### config.mk
export PLATFORM = sky130hd
export DESIGN_NAME = controle_servo_multi
export DESIGN_NICKNAME = d
export VERILOG_FILES = /design/src/rtl/controle_servo_multi.sv
export SDC_FILE = /design/constraint.sdc
export NUM_CORES = 1
export LEC_CHECK = 0
export ABC_AREA = 1
export CAP_MARGIN = 5
export CORE_ASPECT_RATIO = 1.2
export CORE_MARGIN = 5
export CORE_UTILIZATION = 50
export CTS_CLUSTER_SIZE = 10
export DETAILED_ROUTE_END_ITERATION = 6
export GPL_TIMING_DRIVEN = 0
export PLACE_DENSITY = 0.67
export SLEW_MARGIN = 40
export SYNTH_ARGS = -nofsm -noshare
export SYNTH_HDL_FRONTEND = slang
export SYNTH_SLANG_ARGS = --single-unit
### constraint.sdc
create_clock -name clock_i -period 7.32 [get_ports clock_i]
set_input_delay 0.732 -clock clock_i [delete_from_list [all_inputs] [get_ports clock_i]]
set_output_delay 0.732 -clock clock_i [all_outputs]
set_load 0.005 [all_outputs]
### src/rtl/controle_servo_multi.sv
// Multi-channel servo PWM driver: one shared period counter, per-channel latched
// target/enable, slew-limited applied position and settle flag.
module controle_servo_multi #(
    parameter int unsigned N           = 2,
    parameter int unsigned W           = 8,
    parameter int unsigned PERIODO     = 1_000_000,
    parameter int unsigned LARGURA_MIN = 50_000,
    parameter int unsigned PASSO       = 196,
    parameter int unsigned RAMPA       = 4
) (
    input  logic             clock_i,
    input  logic             reset_i,
    input  logic [N*W-1:0]   posicao_i,
    input  logic [N-1:0]     habilita_i,
    output logic [N-1:0]     sinal_controle_o,
    output logic [N-1:0]     pronto_o,
    output logic             fim_periodo_o
);

    localparam int unsigned CW = (PERIODO > 1) ? $clog2(PERIODO) : 1;
    localparam int unsigned LW = $clog2(PERIODO + 1);
    localparam logic [CW-1:0] ULTIMO = CW'(PERIODO - 1);
    // Saturate the ramp step so it always fits in W+1 bits; a step of 2^W or
    // more behaves exactly like "jump directly".
    localparam int unsigned RAMPA_SAT = (RAMPA >= (1 << W)) ? (1 << W) : RAMPA;
    localparam logic [W:0]    RAMPA_W = (W+1)'(RAMPA_SAT);
    localparam logic [LW-1:0] LMIN_W  = LW'(LARGURA_MIN);
    localparam logic [LW-1:0] PASSO_W = LW'(PASSO);

    logic [CW-1:0] contador_q, contador_d;
    logic          fim_q, fim_d;
    logic          fronteira;

    logic [W-1:0]  atual_q   [N];
    logic [W-1:0]  atual_d   [N];
    logic [W-1:0]  alvo_q    [N];
    logic [W-1:0]  alvo_d    [N];
    logic [LW-1:0] largura_q [N];
    logic [LW-1:0] largura_d [N];
    logic [N-1:0]  hab_q, hab_d;
    logic [N-1:0]  sinal_q, sinal_d;
    logic [N-1:0]  pronto_q, pronto_d;

    function automatic logic [W-1:0] passo_rampa(input logic [W-1:0] atual,
                                                 input logic [W-1:0] alvo);
        logic [W:0] dif;
        if (alvo >= atual) begin
            dif = {1'b0, alvo} - {1'b0, atual};
            if (RAMPA == 0 || dif <= RAMPA_W) return alvo;
            return atual + RAMPA_W[W-1:0];
        end
        dif = {1'b0, atual} - {1'b0, alvo};
        if (RAMPA == 0 || dif <= RAMPA_W) return alvo;
        return atual - RAMPA_W[W-1:0];
    endfunction

    always_comb begin
        fronteira  = (contador_q == ULTIMO);
        contador_d = fronteira ? '0 : contador_q + CW'(1);
        fim_d      = (contador_d == ULTIMO);
        hab_d      = hab_q;
        pronto_d   = pronto_q;
        sinal_d    = '0;
        for (int i = 0; i < N; i++) begin
            alvo_d[i]    = alvo_q[i];
            atual_d[i]   = atual_q[i];
            largura_d[i] = largura_q[i];
            if (fronteira) begin
                alvo_d[i]    = posicao_i[i*W +: W];
                hab_d[i]     = habilita_i[i];
                atual_d[i]   = passo_rampa(atual_q[i], posicao_i[i*W +: W]);
                largura_d[i] = LMIN_W + LW'(atual_d[i]) * PASSO_W;
                pronto_d[i]  = (atual_d[i] == posicao_i[i*W +: W]);
            end
            // Output is registered: it reflects the counter value it will sit beside.
            sinal_d[i] = hab_d[i] && (LW'(contador_d) < largura_d[i]);
        end
    end

    always_ff @(posedge clock_i) begin
        if (reset_i) begin
            contador_q <= '0;
            fim_q      <= 1'b0;
            hab_q      <= '0;
            sinal_q    <= '0;
            pronto_q   <= '1;
            for (int i = 0; i < N; i++) begin
                atual_q[i]   <= '0;
                alvo_q[i]    <= '0;
                largura_q[i] <= LMIN_W;
            end
        end else begin
            contador_q <= contador_d;
            fim_q      <= fim_d;
            hab_q      <= hab_d;
            sinal_q    <= sinal_d;
            pronto_q   <= pronto_d;
            for (int i = 0; i < N; i++) begin
                atual_q[i]   <= atual_d[i];
                alvo_q[i]    <= alvo_d[i];
                largura_q[i] <= largura_d[i];
            end
        end
    end

    assign sinal_controle_o = sinal_q;
    assign pronto_o         = pronto_q;
    assign fim_periodo_o    = fim_q;

endmodule

Yosys cells after proc, flatten, opt, wreduce, memory -nomap -nowiden
Memory sizes are Yosys's and may differ from the RTL's.
Index checks and enable logic that the tools add are counted.
{"block": "word_totals", "register_bits": 27, "latchBits": 0, "ramBits": 56, "mem_bits_ro": 0, "inputBits": 20, "out_inout_bits": 5, "word_cells": 82, "mem_count": 2}
{"block": "classes", "add_sub_neg": 11, "multipliers": 2, "div_mod_pow": 0, "order_cmp": 8, "eq_ne": 4, "n_shift": 0, "n_mux": 44, "bitwise_logic": 4, "reduce_logical": 2}
{"memory": "largura_q", "words": 2, "width": 20, "rd": 2, "rd_ports_with_merged_regs": 0, "write_ports": 2, "line": "38", "source": "logic [LW-1:0] largura_q [N];"}
{"memory": "atual_q", "words": 2, "width": 8, "rd": 2, "rd_ports_with_merged_regs": 0, "write_ports": 2, "line": "34", "source": "logic [W-1:0] atual_q [N];"}
{"op": "$mux 8", "n": 18}
{"op": "$mux 20", "n": 5}
{"op": "$eq 20x20->1 const B", "n": 2}
{"op": "$lt 20x20->1", "n": 2}
{"op": "$le 9x3->1 const B", "n": 4}
{"op": "$sub 8x8->9", "n": 4}
{"op": "$add 16x16->17 const A", "n": 2}
{"op": "$mul 8x6->14 const B", "n": 2}
{"op": "$mux 1", "n": 21}
{"op": "$add 20x1->20 const B", "n": 1}
{"op": "$add 8x3->8 const B", "n": 2}
{"op": "$eq 8x8->1", "n": 2}
{"op": "$ge 8x8->1", "n": 2}
{"op": "$sub 8x3->8 const B", "n": 2}
{"op": "$or 1x1->1", "n": 4}
{"op": "$logic_and 1x1->1", "n": 2}

Logic depth before layout (Yosys ltp)
An unclocked memory read counts as a cell.
{"block": "logic_depth", "word_depth": 17, "depth_mapped": 43}

Least setup slack after synthesis
OpenSTA, ideal clock, no wires.
{"block": "synth_path", "kind": "input to register", "start": "in posicao_i[2]", "end": "reg sinal_q[0] (netlist: sinal_controle_o[0])", "setup_ns": 0.134, "arrival_time_ns": 6.158, "required_time_ns": 7.186, "setup_slack_ns": 1.028, "stages": 34, "n_path_buf": 2, "path_cell_list": "inv_1 ha_1 buf_6 or2_4 nand3_1 nand3_1 a21oi_4 nand3_4 buf_6 nand2_1 o211ai_1 nand2_1 inv_2 ha_1 inv_1 fa_1 inv_1 ha_1 ha_1 fa_1 xor2_1 inv_1 or2_2 nor3_1 nand3_2 nand3_1 nand3_1 and2_1 ha_1 nand2_1 nor4_1 nand2_1 o2111ai_1 a31oi_1"}
{"block": "synth_via", "elab_chain_cells": 16, "word_cells_on_any_way": 25, "cone_classes": "add/sub (3); mul (1); order compare (4); mux (16); reduce/logical (1)"}
{"item": "start: declaration", "line": "13", "source": "input logic [N*W-1:0] posicao_i,"}
{"item": "$sub 8x8->9", "line": "48", "source": "dif = {1'b0, alvo} - {1'b0, atual};"}
{"item": "$le 9x3->1", "line": "49", "source": "if (RAMPA == 0 || dif <= RAMPA_W) return alvo;"}
{"item": "$mux 1", "line": "49"}
{"item": "$mux 1", "line": "47", "source": "if (alvo >= atual) begin"}
{"item": "$mux 1", "line": "68", "source": "if (fronteira) begin"}
{"item": "$mux 8", "line": "50", "source": "return atual + RAMPA_W[W-1:0];"}
{"item": "$mux 8", "line": "47"}
{"item": "$mux 8", "line": "53", "source": "if (RAMPA == 0 || dif <= RAMPA_W) return alvo;"}
{"item": "$mux 8", "line": "54", "source": "return atual - RAMPA_W[W-1:0];"}
{"item": "$mux 8 *", "line": "52", "source": "dif = {1'b0, atual} - {1'b0, alvo};"}
{"item": "$mux 8 *", "line": "68"}
{"item": "$mul 8x6->14 *", "line": "72", "source": "largura_d[i] = LMIN_W + LW'(atual_d[i]) * PASSO_W;"}
{"item": "$add 16x16->17 *", "line": "72"}
{"item": "$mux 20 *", "line": "68"}
{"item": "$lt 20x20->1 *", "line": "76", "source": "sinal_d[i] = hab_d[i] && (LW'(contador_d) < largura_d[i]);"}
{"item": "$logic_and 1x1->1 *", "line": "76"}
{"item": "end signal: assignment", "line": "96", "source": "sinal_q <= sinal_d;"}
{"item": "end: declaration", "line": "41", "source": "logic [N-1:0] sinal_q, sinal_d;"}
Every way passes the cells marked *; elsewhere a longest branch is shown, timed or not. The select of a mux whose other input is x is not followed.
A chain may end at the register's enable or synchronous reset.

Worst setup path after layout
{"block": "layout_path", "start": "in posicao_i[1]", "end": "reg sinal_q[0] (netlist: sinal_controle_o[0])"}
The elaborated chain is that of the path after synthesis.

==> flow_summary.ini <==
[route]
via_per_inst = 5.39
dr.pass1.iters = 5
wire_per_inst_um = 14.7
routed_wl_um = 22700
drt-initial-drc-count = 562
vias = 8288
ant_nets = 0
drcViolationCount = 0

[setup_path]
startpoint_type = input pin
max_stage_delay_ns = 0.50
crit_fanout = 10
crit_path_frequent_cell = nand2_1
worst_ep_required_time_ns = 7.58
crit_type = in2reg
crit_arrival_ns = 7.19
cp_slowest_cell = clkdlybuf4s50_1
end_kind = register

[finish]
fin_util_pct = 57.3
nNetsFinal = 1475
num_antenna_cells = 0
final_layout_size_suffix_gt1_share_pct = 10.1
areaGrowthSynthToFinish_pct = 12.7

[timing]
hold_slack_ns = 0.441
slew_viol_final = 0
worstMarginPinSlew_ns = 0.818
hold_viol_final = 0
fmax_mhz = 144
period_needed_ns = 6.93
maxSlewHeadroom_pct = 45.5
period_share_pct = 94.7
setup_viol = 0
finClkSkew_ns = 0.00561

[power_and_ir_drop]
powerDensity_nw_per_um2 = 151
p_int_mw = 0.953
clockPowerShare_pct = 35.0
p_sw_share_pct = 34.8
comb_power_share_pct = 34.0
leakagePower_nw = 4.93
ir_drop_mv = 0.115
switching_power_mw = 0.508
p_seq_share_pct = 31.1

[die]
start_util_pct = 50.8
fp.dieH_um = 153
core_area_um2 = 16900
die_area_um2 = 19900
die_w_um = 129
ios = 25
fp-row-count = 52

[logic_synthesis]
syn-cell-area_um2 = 8560
synthSimpleGateAreaFrac_pct = 33.0
synth_seq_area_share_pct = 19.4
synth_compound_area_share_pct = 11.7
synth_cells = 1279
ys_ff_latch = 83
synth_top_family_by_area = simple AND/OR/NAND/NOR gates
synth-edff-count = 0
synth_mux_area_share_pct = 0.818
syn_nets = 1437
synth_xor_area_share_pct = 4.30
synth.distinct_cells = 55
yosys_warnings = 0
yosys_most_used_dff = dfxtp_1
synth_async_sr_flop_share_pct = 0
synth_adder_area_share_pct = 20.7
syn_area_per_cell_um2 = 6.70

[clock_network]
clock_path_buffers = 2
cts_hold_buf = 0
clk_pin_slew_ns = 0.06
cts_sinks = 83
cts_root_buf = clkbuf_16
htreeDepth = 3
clkLatencyLatePin_ns = 0.35
cts_tree = done
cts_made_buffers = 9

[flow_run]
drv_cap = 0

[global_route]
grt_pass1_vias = 7812
grt_usage_pct = 22.3
overflow = 0
antenna_found_initial = 0
grt_pass1_wl_um = 36300
grt_max_degree = 15

[place]
port_buffers = 24
dp_hpwl_um = 18200
globalplace.congestion = 0.899

[outcome]
status = finished clean

[worst_hold_path]
hold_path.class = reg2reg
==> sequential cells by signal, indices dropped and copies added (netlist names) <==
register / cells
atual_q: 16
largura_q: 40
fim_periodo_o: 1
sinal_controle_o: 2
pronto_o: 2
hab_q: 2
contador_q: 20
==> Yosys cell counts, types with 2 or more instances <==
cell type / instances / share of area [%]
a21o_1: 4 / 0.35
nor2_4: 4 / 0.53
o21bai_1: 7 / 0.61
inv_2: 8 / 0.35
o21ai_1: 18 / 1.1
xnor2_1: 12 / 1.2
mux2i_1: 7 / 0.82
o21ai_2: 2 / 0.20
a31oi_1: 6 / 0.44
buf_6: 5 / 0.66
or2_1: 2 / 0.15
fa_1: 6 / 1.4
o22ai_1: 3 / 0.22
nor4_2: 2 / 0.29
nand3_1: 104 / 6.1
buf_2: 4 / 0.23
nand2_1: 292 / 13
o211ai_1: 5 / 0.44
nand3b_1: 2 / 0.18
clkbuf_1: 14 / 0.61
nand3_2: 9 / 1.1
inv_1: 184 / 8.1
dfxtp_1: 83 / 19
nor2_2: 8 / 0.58
and2_1: 4 / 0.29
a21oi_1: 77 / 4.5
nand2_2: 21 / 1.5
o211ai_2: 2 / 0.29
or2_2: 6 / 0.44
clkinv_1: 2 / 0.088
nor3_1: 16 / 0.94
xor2_1: 30 / 3.1
nor2_1: 100 / 4.4
nor4_1: 7 / 0.51
nand2_4: 2 / 0.26
nand4_1: 28 / 2.0
o21ai_0: 41 / 2.4
ha_1: 132 / 19
nor3_2: 4 / 0.47
==> metal layers <==
metal | vias up | part of all wire [%] | GRT usage (%)
met5 | - | 0 | 0
met4 | 0 | 2.9 | 7.97
met3 | 44 | 3.2 | 1.78
met2 | 168 | 51 | 41.4
met1 | 3802 | 43 | 26.5
li1 | 4274 | - | -
==> final timing paths <==
| path | startpoint | slack, ns | cells past startpoint | to |
|---|---|---|---|---|
| worst max-delay path | posicao_i[1] | 0.39 | 38 | sinal_controle_o[0] |
| worst min register to register | largura_q[0][20] | 0.44 | 2 | largura_q[0][20] |
| worst max register to register | atual_q[0][2] | 0.79 | 33 | sinal_controle_o[0] |
| worst min-delay path | largura_q[0][20] | 0.44 | 2 | largura_q[0][20] |
==> stage by stage <==
step                      setup WS (ns)  TNS, ns  cells  total power, mW  instance area, um2
after floorplan                    1.03        0   1279            0.823                8560
after global placement           -0.425   -0.690   1519            0.922                9070
after detailed placement         -0.439   -0.735   1519            0.928                9070
after CTS                        0.0195        0   1535             1.45                9420
after global routing            -0.0471  -0.0675   1538             1.55                9650
final                             0.390        0   1538             1.46                9650
==> power groups by stage <==
stage          Combinational (mW)  Clock [mW]  Sequential [mW]
2_1_floorplan               0.359           0            0.464
3_3_place_gp                0.458           0            0.464
3_5_place_dp                0.464           0            0.464
4_1_cts                     0.471       0.521            0.454
5_1_grt                     0.560       0.538            0.454
6_report                    0.496       0.511            0.454
==> worst max-delay path, delay by kind of cell <==
kind / cells / cell delay (ns)
AO/OA/AOI/OAI: 6 / 0.84
XOR/XNOR: 1 / 0.21
adder cells (fa/ha/maj): 7 / 2.26
buffers and inverters: 7 / 1.09
AND/OR/NAND/NOR: 17 / 2.04
==> cell usage in the layout, fill, tap and decap left out, types with 6 or more instances in the layout <==
cell | Yosys | layout
nand3_2 | 9 | 10
o21bai_1 | 7 | 7
nand3_1 | 104 | 103
xnor2_1 | 12 | 11
or2_2 | 6 | 6
o21ai_1 | 18 | 17
mux2i_1 | 7 | 7
nor3_1 | 16 | 14
nor2_4 | 4 | 6
nor4_1 | 7 | 6
clkbuf_16 | 0 | 9
nand2_1 | 292 | 290
nand2_2 | 21 | 22
inv_1 | 184 | 182
clkdlybuf4s50_1 | 0 | 15
xor2_1 | 30 | 27
clkbuf_1 | 14 | 14
nand4_1 | 28 | 28
inv_2 | 8 | 10
a21oi_1 | 77 | 76
o21ai_0 | 41 | 41
nor2_1 | 100 | 97
ha_1 | 132 | 123
nor2_2 | 8 | 9
dfxtp_1 | 83 | 83
dlymetal6s2s_1 | 0 | 8
==> area by class of cell <==
type / instances / area (um2)
well taps: 216 / 270
inverters: 194 / 728
plain buffers: 24 / 139
clock buffers: 11 / 253
clock inverters: 5 / 82.6
repair buffers: 27 / 283
fillers: 1692 / 7200
multi-input cells: 978 / 6230
flip-flops and latches: 83 / 1660
==> what timing repair did <==
| item | in CTS | in global routing |
|---|---|---|
| setup buffers | 0 | 3 |
| endpoints found under the setup margin | 1 | 2 |
| resized for setup | 5 | 47 |
| pin swaps | 0 | 6 |
==> cells by family after synthesis <==
kind of cell / count (synthesis)
AOI/OAI and AO/OA: 176
xor gates and xnor gates: 42
adders and majority gates: 138
buffers and inverters: 218
DFF: 83
muxes: 7
and+or+nand+nor: 615
Note: power is estimated with default switching activity, not from simulation.
